===== src/rtl/rt_pulse_train_gen.sv =====
// rt_pulse_train_gen: emits N pulses of H' cycles separated by L' idle cycles, then a done strobe
module rt_pulse_train_gen #(
   parameter int NUM_BIT = 32
) (
   input  logic               rt_i_clk,
   input  logic               rt_i_rst_n,
   input  logic               rt_i_start,
   input  logic               rt_i_abort,
   input  logic [NUM_BIT-1:0] rt_i_num,
   input  logic [NUM_BIT-1:0] rt_i_high,
   input  logic [NUM_BIT-1:0] rt_i_low,
   output logic               rt_o_pulse,
   output logic               rt_o_busy,
   output logic               rt_o_done,
   output logic [NUM_BIT-1:0] rt_o_remain
);
   typedef enum logic [1:0] {IDLE, HIGH, LOW, DONE} state_t;
   localparam logic [NUM_BIT-1:0] ONE = {{(NUM_BIT-1){1'b0}}, 1'b1};
   state_t st, st_n;
   logic [NUM_BIT-1:0] hi, hi_n, lo, lo_n, phase, phase_n, remain, remain_n;
   // next-state and datapath update; abort overrides everything outside IDLE
   always_comb begin
      st_n     = st;
      hi_n     = hi;
      lo_n     = lo;
      phase_n  = phase;
      remain_n = remain;
      case (st)
         IDLE: if (rt_i_start && !rt_i_abort) begin
            hi_n     = (rt_i_high == '0) ? ONE : rt_i_high;
            lo_n     = (rt_i_low == '0) ? ONE : rt_i_low;
            remain_n = rt_i_num;
            phase_n  = hi_n - ONE;
            st_n     = (rt_i_num == '0) ? DONE : HIGH;
         end
         HIGH: if (phase == '0) begin
            remain_n = (remain == '0) ? '0 : remain - ONE;
            st_n     = (remain <= ONE) ? DONE : LOW;
            phase_n  = lo - ONE;
         end else
            phase_n = phase - ONE;
         LOW: if (phase == '0) begin
            st_n    = HIGH;
            phase_n = hi - ONE;
         end else
            phase_n = phase - ONE;
         DONE: st_n = IDLE;
         default: st_n = IDLE;
      endcase
      if (rt_i_abort && st != IDLE) begin
         st_n     = IDLE;
         remain_n = '0;
      end
   end
   // state and latched operands, cleared immediately on reset
   always_ff @(posedge rt_i_clk or negedge rt_i_rst_n) begin
      if (!rt_i_rst_n) begin
         st     <= IDLE;
         hi     <= '0;
         lo     <= '0;
         phase  <= '0;
         remain <= '0;
      end else begin
         st     <= st_n;
         hi     <= hi_n;
         lo     <= lo_n;
         phase  <= phase_n;
         remain <= remain_n;
      end
   end
   assign rt_o_pulse  = (st == HIGH);
   assign rt_o_busy   = (st == HIGH) || (st == LOW);
   assign rt_o_done   = (st == DONE);
   assign rt_o_remain = remain;
endmodule

===== config.mk =====
export PLATFORM = sky130hd
export DESIGN_NAME = rt_pulse_train_gen
export DESIGN_NICKNAME = d
export VERILOG_FILES = /design/src/rtl/rt_pulse_train_gen.sv
export SDC_FILE = /design/constraint.sdc
export NUM_CORES = 1
export LEC_CHECK = 0
export CAP_MARGIN = 20
export CORE_UTILIZATION = 40
export CTS_BUF_LIST = sky130_fd_sc_hd__clkbuf_2
export DETAILED_ROUTE_END_ITERATION = 8
export GPL_ROUTABILITY_DRIVEN = 0
export MAX_ROUTING_LAYER = met4
export PLACE_DENSITY = 0.74
export RECOVER_POWER = 25
export SLEW_MARGIN = 0
export SYNTH_ARGS = -nofsm -noshare
export SYNTH_HDL_FRONTEND = slang
export SYNTH_SLANG_ARGS = --single-unit
export TNS_END_PERCENT = 10

===== constraint.sdc =====
create_clock -name rt_i_clk -period 2.7 [get_ports rt_i_clk]
set_clock_uncertainty 0.2 [all_clocks]
set_input_delay 0.54 -clock rt_i_clk [delete_from_list [all_inputs] [get_ports rt_i_clk]]
set_output_delay 0.54 -clock rt_i_clk [all_outputs]
set_load 0.01 [all_outputs]

==> flow_summary_export.csv, run 1 <==
group,metric,value,unit
sta,max_freq,0.346,GHz
final_layout,final_util,0.602,
pwr,p_leak,5.67,nW
sta,setup_ws,-0.193,ns
run,cap_viol_max_count,1,
sta,slew_headroom,-0.279,
critical_path,crit_chain,"inv_1, ha_2, nand3b_1, a21boi_2, nor2_1, o21ai_0, o21ai_1",
final_layout,instances_no_fill,1796,
drt,wl_per_cell,20.7,um
floorplan,std_cell_rows,56,
pwr,max-vdd-ir-drop,0.608,mV
drt,drc_errors,0,
drt,wl,37300,um
logic_synthesis,synth_nets,1195,
clock_tree,cts_buffers,17,
logic_synthesis,synth_top_area_cell,"dfrtp_1",
critical_path,crit_required,3.18,ns
hold_path,min_path_type,"in -> reg",
sta,slew_viol_final,31,
pwr,internal_power,0.00748,W
critical_path,critical-path-top-delay-family,"simple AND/OR/NAND/NOR gates",
hold_path,min_from,"rt_i_high[2]",
drt,drtIter0Drc,1339,
pwr,p_seq_frac,0.263,
critical_path,r2r_setup_slack,-0.19,ns
pwr,p_sw,0.00643,W
global_routing,track_usage,0.312,
clock_tree,clk_pin_slew,0.19,ns
pwr,power_density,983,mW/mm^2
critical_path,critPathKind,"reg -> reg",
floorplan,io_pins,135,
logic_synthesis,yosysMostFrequentCell,"dfrtp_1",
sta,setup_viol,38,
clock_tree,cts_max_level,4,
drt,ant_nets,0,
sta,period_share,1.07,
logic_synthesis,ys.warnings.count,0,
pwr,clkPwrFrac,0.096,
logic_synthesis,async_flop_share,1.00,
logic_synthesis,ys_top_cells_by_count,"dfrtp_1 (130), nor2_1 (75), o21ai_0 (67)",
critical_path,cp_max_fo,9,
clock_tree,tritoncts,"done",
logic_synthesis,seq_area_frac_synth,0.340,
placement,dp.cells,1731,
placement,portBuffers,134,
logic_synthesis,ys_seq_elements,130,
critical_path,reg2reg_to,"phase[23]$_DFFE_PN0P_",
logic_synthesis,syn_avg_cell_area,8.82,um^2
logic_synthesis,synth_edf_count,0,
hold_path,whs_path_depth,3,
drt,firstDrtPassIters,6,
final_layout,drive_above_1_share,0.331,
logic_synthesis,synthFlopType,"dfrtp_1",
global_routing,grt_overflow_total,0,
drt,vias,11321,
placement,dp_slack,-1.38,ns
pwr,power.share.combinational,0.642,
floorplan,die_height,157,um
placement,dp_hpwl,26600,um
logic_synthesis,yosysTopAreaCellShare,0.340,
run_status,outcome,"finished with violations",
critical_path,reg2reg_depth,7,
hold_path,hold_path_end,"hi[2]$_DFFE_PN0P_",
global_routing,antenna_found_initial,1,
clock_tree,cts_num_sinks,130,
pwr,sw_frac_of_total,0.462,
floorplan,die_area,0.0245,mm^2
sta,worst_slew_pin_slew,1.92,ns
global_routing,grt_pass1_vias,10813,
sta,fin_crit,2.89,ns
global_routing,grt_start_max_net_pins,58,
critical_path,critPathSlowestCell,"nor2_1",
critical_path,max_stage_delay,0.81,ns
drt,via_per_inst,6.30,
logic_synthesis,syn_area,0.00957,mm^2
critical_path,path_depth,7,
critical_path,startpoint_type,"flip-flop",
critical_path,worstReg2RegStart,"st[0]$_DFFE_PN0P_",
run_status,violations,"capacitance limit, slew limit, setup timing",
sta,rsz0062_at_grt,"yes",
floorplan,core,0.0235,mm^2
logic_synthesis,synth_cells,1085,
clock_tree,cts_root_buffer,"clkbuf_2",
logic_synthesis,synth_cell_types,82,
logic_synthesis,synthTopCellsByArea,"dfrtp_1 (34%), mux2_2 (6.9%), nor4_1 (3.9%), o21ai_0 (3.5%), xnor2_1 (3.4%)",
pwr,finalPower,0.0139,W
critical_path,end_kind,"flip-flop",
floorplan,die_w,157,um
critical_path,arrival,3.38,ns
critical_path,critPathBufInv,1,
clock_tree,cts_buffer_depth,2,
final_layout,syn2layout_area_growth,47.8,%
floorplan,initial_core_util,0.408,
global_routing,grt_pass1_wl,57300,um
clock_tree,insertion_delay,0.76,ns
final_layout,nets,1573,
sta,hold_violations,0,
## flip-flops by register name (all words and copies together) (netlist names)
register and flops:
phase 32, hi 32, st 2, rt_o_remain 32, lo 32
## worst max-delay path by stage
stage                             startpoint                    end  slack, ns
after detailed placement       rt_i_high[15]  phase[24]$_DFFE_PN0P_      -1.38
after global placement         rt_i_high[15]  phase[24]$_DFFE_PN0P_      -1.31
final                      st[0]$_DFFE_PN0P_  phase[23]$_DFFE_PN0P_      -0.19
after floorplan                rt_i_high[15]  phase[24]$_DFFE_PN0P_      -0.84
after CTS                 hi[20]$_DFFE_PN0P_  phase[24]$_DFFE_PN0P_      -0.12
after global routing      hi[17]$_DFFE_PN0P_  phase[29]$_DFFE_PN0P_      -0.29
## power groups by stage
stage / sequential, W / combinational (W) / clock, W
2_1_floorplan: 0.00369 / 0.00429 / 0
3_3_place_gp: 0.00356 / 0.00796 / 0
3_5_place_dp: 0.00361 / 0.00816 / 0
4_1_cts: 0.00360 / 0.00846 / 0.00133
5_1_grt: 0.00375 / 0.00946 / 0.00142
6_report: 0.00366 / 0.00892 / 0.00133
## stage by stage
step,setup TNS [ns],area [um^2],hold slack [ns]
finish,-2.76,14100,0.0683
global route,-14.36,14100,0.0562
CTS,-1.17,13800,0.0264
detailed placement,-30.50,13100,0.304
global placement,-29.06,13100,0.288
floorplan,-9.23,9590,0.0444
## kinds of logic (layout without fill, tap and decap cells)
kind of cell / after synthesis / count (layout) / synth area share
simple gates: 435 / 435 / 0.260
compound gates: 286 / 286 / 0.206
flops: 130 / 130 / 0.340
buf+inv: 85 / 476 / 0.0371
xor+xnor: 72 / 72 / 0.0659
mux: 67 / 67 / 0.0778
fa+ha+maj: 10 / 10 / 0.0131
other cells: 0 / 1 / 0
## placed cells by master, fill, tap and decap left out, types with 9 or more instances in the layout
master / n
buf_4: 269
dfrtp_1: 130
clkdlybuf4s50_1: 120
nor2_1: 73
mux2_2: 59
nand2_1: 57
o21ai_0: 55
nor4_1: 51
nor3_1: 48
xnor2_1: 37
a21oi_1: 34
xor2_1: 32
nand3_1: 29
or3_1: 26
o21ai_1: 22
clkbuf_2: 21
nand4_1: 20
o2bb2ai_1: 18
inv_1: 17
or4_4: 14
a22oi_1: 14
o22ai_1: 14
nand2b_1: 11
or2_2: 11
or4_1: 11
o31ai_1: 10
nor4_2: 9
and3_1: 9
a211oi_1: 9
a31oi_1: 9
## cell type report
class | instances | area, um^2
well taps | 319 | 399
multi-input cells | 870 | 6500
clock buffers | 21 | 105
flip-flops and latches | 130 | 3250
repair buffers | 423 | 3660
fillers | 1936 | 9330
clock inverters | 11 | 138
inverters | 21 | 78.8
diodes | 1 | 2.50
## worst min-delay path: cells and delay by family
kind,cells,cell delay (ns)
buffers and inverters,2,0.30
multiplexers,1,0.15
## what timing repair did
| action | in CTS | in global routing |
|---|---|---|
| gates resized for setup | 100 | 48 |
| hold buffers | 3 | 0 |
| hold endpoints to repair | 132 | 0 |
| setup buffers | 16 | 12 |
| pin swaps | 46 | 27 |
| cloned | 2 | 0 |
| endpoints found under the setup margin | 64 | 71 |
## metal layers
| metal | part of all wire | vias to the layer above | GRT usage |
|---|---|---|---|
| met5 | 0 | - | - |
| li1 | - | 4969 | - |
| met2 | 0.47 | 723 | 0.503 |
| met1 | 0.38 | 5416 | 0.372 |
| met4 | 0.061 | 0 | 0.162 |
| met3 | 0.091 | 213 | 0.0559 |
No activity file was read; power rests on OpenSTA's default activity.
==> run 2: changes to the inputs <==
Settings changed: CELL_PAD_IN_SITES_DETAIL_PLACEMENT set to 0, CELL_PAD_IN_SITES_GLOBAL_PLACEMENT set to 1, CORE_UTILIZATION 40 to 39, PLACE_DENSITY 0.74 to 0.89, SLEW_MARGIN 0 to 10.
==> run 2 against run 1 <==
Effect of this change:
- sequential share of layout area grew 0.38 points
- critical endpoint is now phase[22]$_DFFE_PN0P_
- sequential power barely moved
- worst setup slack improved by 0.011 ns
- via count fell by 3.4%
- fmax rose by 0.39%
- first-iteration DRC count down 21%
- design area fell by 1.4%
- die area rose by 2.5%
- highest routed layer unchanged
- critical path depth down 1
- routed wire length down 3.9%
- the run ends with setup timing left
- global-route usage fell by 1.3 points
- final cell count decreased by 0.17%
==> flow_summary_export.csv, run 2 (synthesis results as in run 1) <==
group,metric,value,unit
run_status,outcome,"finished with violations",
run_status,violations,"setup timing",
sta,hold_violations,0,
final_layout,mostFrequentLayoutCells,"buf_4 (266), dfrtp_1 (125), clkdlybuf4s50_1 (117), nor2_1 (74), nand2_1 (60)",
sta,period_share,1.07,
drt,wl,35800,um
placement,dp_slack,-1.37,ns
floorplan,die_area,0.0252,mm^2
clock_tree,cts_root_buffer,"clkbuf_2",
critical_path,startpoint_type,"flip-flop",
sta,rsz0062_at_grt,"yes",
drt,dr_wl_met2,17400,um
sta,slew_headroom,0.480,
critical_path,critPathLaunch,"lo[6]$_DFFE_PN0P_",
critical_path,crit_required,3.16,ns
sta,setup_ws,-0.182,ns
clock_tree,cts_buffers,17,
hold_path,min_path_type,"in -> reg",
drt,drtIter0Drc,1063,
critical_path,reg2reg_depth,6,
pwr,p_leak,5.61,nW
placement,dp.cells,1737,
final_layout,regArea,0.00326,mm^2
placement,portBuffers,134,
final_layout,syn2layout_area_growth,45.7,%
drt,firstDrtPassIters,6,
placement,dp_hpwl,26900,um
final_layout,num-fill-cells,2058,
final_layout,final_area,0.0139,mm^2
drt,drc_errors,0,
global_routing,grt_overflow_total,0,
floorplan,initial_core_util,0.403,
drt,via_per_inst,6.10,
floorplan,std_cell_rows,56,
global_routing,track_usage,0.299,
global_routing,grt_start_max_net_pins,50,
final_layout,instances_no_fill,1793,
pwr,max-vdd-ir-drop,0.415,mV
pwr,finalPower,0.0138,W
sta,worst_slew_pin_slew,0.777,ns
hold_path,whs_path_depth,3,
placement,placed_cell_area,0.0131,mm^2
critical_path,worstReg2RegStart,"lo[6]$_DFFE_PN0P_",
sta,setup_viol,17,
global_routing,grt_pass1_vias,10990,
drt,wl_met3,2760,um
final_layout,final_common_cell,"buf_4",
pwr,power_density,987,mW/mm^2
final_layout,drive_above_1_share,0.327,
critical_path,arrival,3.34,ns
clock_tree,cts_max_level,4,
global_routing,grt_pass1_wl,56300,um
drt,vias,10936,
drt,topRoutingLayerUsed,"met4",
drt,ant_nets,0,
floorplan,die_height,159,um
clock_tree,cts_buffer_depth,2,
clock_tree,insertion_delay,0.78,ns
clock_tree,clk_pin_slew,0.22,ns
sta,fin_crit,2.88,ns
critical_path,cp_max_fo,5,
hold_path,min_from,"rt_i_high[2]",
floorplan,io_pins,135,
drt,met1_length,13900,um
run,cap_viol_max_count,0,
sta,slew_viol_final,0,
final_layout,nets,1570,
clock_tree,tritoncts,"done",
sta,max_freq,0.347,GHz
global_routing,antenna_found_initial,1,
clock_tree,cts_num_sinks,130,
critical_path,end_kind,"flip-flop",
floorplan,die_w,159,um
critical_path,critPathKind,"reg -> reg",
drt,wl_per_cell,20.0,um
final_layout,multi_input_area,0.00640,mm^2
floorplan,core,0.0238,mm^2
run 2: cell count changes in the layout (fill, tap and decap cells not counted), sizes merged:
cell,change
buf,-8
dlygate4sd2,+7
clkdlybuf4s15,-5
clkdlybuf4s50,-3
clkinvlp,+3
inv,+3
bufinv,-2
bufbuf,+1
dlymetal6s2s,+1
run 2: path summary, 6_finish.rpt:
kind	endpoint	slack, ns
max in group asynchronous	rt_o_remain[20]$_DFFE_PN0P_	0.38
setup reg to reg	phase[22]$_DFFE_PN0P_	-0.18
setup / recovery	phase[22]$_DFFE_PN0P_	-0.18
min in group asynchronous	rt_o_remain[28]$_DFFE_PN0P_	0.68
hold / removal	hi[2]$_DFFE_PN0P_	0.05
hold reg to reg	rt_o_remain[26]$_DFFE_PN0P_	0.35
run 2: layout make-up:
| class | count | share of cell area |
|---|---|---|
| multi-input cells | 870 | 0.459 |
| inverters | 21 | 0.00592 |
| flip-flops and latches | 130 | 0.234 |
| clock buffers | 17 | 0.00610 |
| repair buffers | 420 | 0.257 |
| clock inverters | 15 | 0.00978 |
| well taps | 319 | 0.0286 |
| diodes | 1 | 0.000180 |
run 2: report_power, final:
part | internal (W) | switching, W | total [W]
Sequential | 0.00281 | 0.000823 | 0.00363
Combinational | 0.00422 | 0.00471 | 0.00892
Clock | 0.000340 | 0.000862 | 0.00120
Total | 0.00736 | 0.00639 | 0.0138
run 2: worst max-delay path, stage by stage, from the launching register on:
cell and delay, ns:
dfrtp_1 0.43, or4_4 0.56, or4_4 0.51, or4_4 0.54
and3_1 0.20, o31ai_2 0.24, a21oi_1 0.11
run 2: per-layer routing:
layer  global-route usage  up-vias
li1                     -     4978
met1                0.347     5242
met2                0.497      573
met3               0.0520      143
met4                0.152        0
met5                    -        -
run 2: per-stage QoR:
stage	hold slack [ns]	utilization	setup TNS, ns
floorplan	0.0444	-	-9.23
global placement	0.289	0.551	-26.31
detailed placement	0.304	0.551	-27.90
CTS	0.0474	0.577	-0.980
global route	0.00144	0.587	-3.36
finish	0.0492	0.587	-1.24
run 2: what timing repair did:
| action | in CTS | in global routing |
|---|---|---|
| endpoints found under the setup margin | 57 | 60 |
| cloned | 1 | 1 |
| hold buffers | 3 | 0 |
| gates resized for setup | 69 | 67 |
| hold endpoints to repair | 130 | 0 |
| setup buffers | 15 | 4 |
| pin swaps | 36 | 14 |
==> run 3: changes to the inputs <==
Settings changed: GPL_ROUTABILITY_DRIVEN 0 to unset.
==> run 3 against run 2 <==
Effect of this change:
- the flow finishes with violations (capacitance limit, slew limit, setup timing)
- register-to-register slack barely moved
- worst setup slack improved by 0.0078 ns
- design area rose by 1.7%
- die area is the same
- via count increased by 0.24%
- non-clock buffer count is 1 lower
- critical path depth increased by 1
- sequential power increased by 2%
- critical endpoint is now phase[24]$_DFFE_PN0P_
- highest routed layer unchanged
==> flow_summary_export.csv, run 3 (synthesis results as in run 1) <==
group,metric,value,unit
clock_tree,tritoncts,"done",
placement,globalplace.congestion,1.04,
hold_path,whs_path_depth,3,
critical_path,r2r_setup_slack,-0.17,ns
pwr,internal_power,0.00768,W
drt,wl_per_cell,20.4,um
final_layout,syn2layout_area_growth,48.1,%
floorplan,die_w,159,um
placement,dp_hpwl,26800,um
critical_path,crit_required,3.18,ns
clock_tree,cts_buffer_depth,2,
sta,hold_violations,0,
drt,wl,36600,um
drt,via_per_inst,6.12,
floorplan,die_area,0.0252,mm^2
floorplan,core,0.0238,mm^2
pwr,p_sw,0.00654,W
final_layout,final_common_cell,"buf_4",
critical_path,worstReg2RegStart,"hi[13]$_DFFE_PN0P_",
clock_tree,cts_max_level,4,
sta,slew_viol_final,64,
run,cap_viol_max_count,1,
final_layout,nets,1569,
drt,firstDrtPassIters,6,
drt,drtIter0Drc,1084,
critical_path,startpoint_type,"flip-flop",
sta,max_freq,0.348,GHz
critical_path,reg2reg_depth,7,
sta,fin_crit,2.87,ns
critical_path,end_kind,"flip-flop",
pwr,clkPwrFrac,0.100,
global_routing,grt_start_max_net_pins,64,
global_routing,antenna_found_initial,1,
drt,ant_nets,0,
global_routing,grt_pass1_vias,10711,
placement,portBuffers,134,
pwr,finalPower,0.0142,W
sta,slew_headroom,-0.133,
drt,vias,10962,
sta,setup_ws,-0.174,ns
critical_path,reg2reg_to,"phase[24]$_DFFE_PN0P_",
pwr,power.share.combinational,0.641,
final_layout,final_util,0.597,
placement,dp.cells,1735,
pwr,p_leak,5.80,nW
hold_path,min_from,"rt_i_high[15]",
run_status,violations,"capacitance limit, slew limit, setup timing",
floorplan,die_height,159,um
floorplan,std_cell_rows,56,
run_status,outcome,"finished with violations",
global_routing,track_usage,0.301,
sta,period_share,1.06,
critical_path,arrival,3.36,ns
sta,setup_viol,17,
placement,dp_slack,-1.36,ns
global_routing,grt_overflow_total,0,
hold_path,min_path_type,"in -> reg",
final_layout,mostFrequentLayoutCells,"buf_4 (261), dfrtp_1 (123), clkdlybuf4s50_1 (109), nor2_1 (73), mux2_2 (59)",
sta,rsz0062_at_grt,"yes",
drt,drc_errors,0,
clock_tree,cts_num_sinks,130,
pwr,max-vdd-ir-drop,0.538,mV
clock_tree,insertion_delay,0.81,ns
final_layout,drive_above_1_share,0.340,
pwr,sw_frac_of_total,0.460,
critical_path,critPathKind,"reg -> reg",
floorplan,initial_core_util,0.403,
clock_tree,cts_buffers,17,
clock_tree,clk_pin_slew,0.22,ns
hold_path,hold_path_end,"hi[15]$_DFFE_PN0P_",
pwr,power_density,1000,mW/mm^2
pwr,p_seq_frac,0.260,
sta,worst_slew_pin_slew,1.70,ns
final_layout,instances_no_fill,1792,
clock_tree,cts_root_buffer,"clkbuf_2",
floorplan,io_pins,135,
global_routing,grt_pass1_wl,56300,um
critical_path,cp_max_fo,6,
sta,whs,0.0466,ns
[run 3: cell count changes in the layout (fill, tap and decap cells not counted), moves of 3 or more]
cell,change
dlymetal6s2s_1,+6
clkdlybuf4s50_1,-8
dlygate4sd2_1,-3
dlygate4sd3_1,+3
nand2_1,-4
buf_12,+3
clkinvlp_4,-5
buf_4,-5
clkbuf_2,+5
nor4_2,+3
nand2_2,+4
[run 3: layout make-up]
class	instances	area, um^2
Clock inverter	14	179
Antenna cell	1	2.50
Multi-Input combinational cell	870	6540
Fill cell	2022	9580
Inverter	21	78.8
Clock buffer	18	90.1
Timing Repair Buffer	419	3620
Sequential cell	130	3260
Tap cell	319	399
[run 3: power by group through the flow]
stage                     clock [W]  combinational (W)  sequential, W
after detailed placement          0            0.00818        0.00363
after CTS                   0.00143            0.00848        0.00358
final                       0.00142            0.00911        0.00369
after floorplan                   0            0.00429        0.00369
after global routing        0.00152            0.00977        0.00380
after global placement            0            0.00803        0.00358
[run 3: critical path, stage by stage (launching register included)]
cell	delay, ns
dfrtp_1	0.44
or4_4	0.56
or4_4	0.56
buf_6	0.17
or4_1	0.47
nand2_1	0.10
a221oi_1	0.05
o31ai_1	0.24
[run 3: worst max path at each step]
stage                        from                     to  slack, ns  cells past startpoint
6_report       hi[13]$_DFFE_PN0P_  phase[24]$_DFFE_PN0P_      -0.17                      7
5_1_grt        hi[13]$_DFFE_PN0P_  phase[24]$_DFFE_PN0P_      -0.26                      7
4_1_cts         lo[6]$_DFFE_PN0P_  phase[22]$_DFFE_PN0P_      -0.16                      6
3_5_place_dp        rt_i_high[15]  phase[24]$_DFFE_PN0P_      -1.36                     12
3_3_place_gp        rt_i_high[15]  phase[24]$_DFFE_PN0P_      -1.31                     12
2_1_floorplan       rt_i_high[15]  phase[24]$_DFFE_PN0P_      -0.84                     12
[run 3: timing repair]
item	CTS	global route
hold buffers	2	4
endpoints found under the hold margin	130	4
pin swaps	22	44
resized for setup	59	121
setup buffers	8	9
gates cloned	1	0
endpoints found under the setup margin	56	80
[run 3: stage by stage]
step | instance area (um^2) | TNS (ns)
after floorplan | 9590 | -9.23
after global placement | 13100 | -26.60
after detailed placement | 13100 | -28.76
after CTS | 13600 | -1.38
after global routing | 14200 | -11.99
final | 14200 | -1.37
[run 3: metal layers]
metal | GRT usage | vias to the layer above | part of all wire
li1 | - | 4974 | -
met1 | 0.351 | 5284 | 0.38
met2 | 0.497 | 565 | 0.49
met3 | 0.0558 | 139 | 0.082
met4 | 0.147 | 0 | 0.043
met5 | - | - | 0
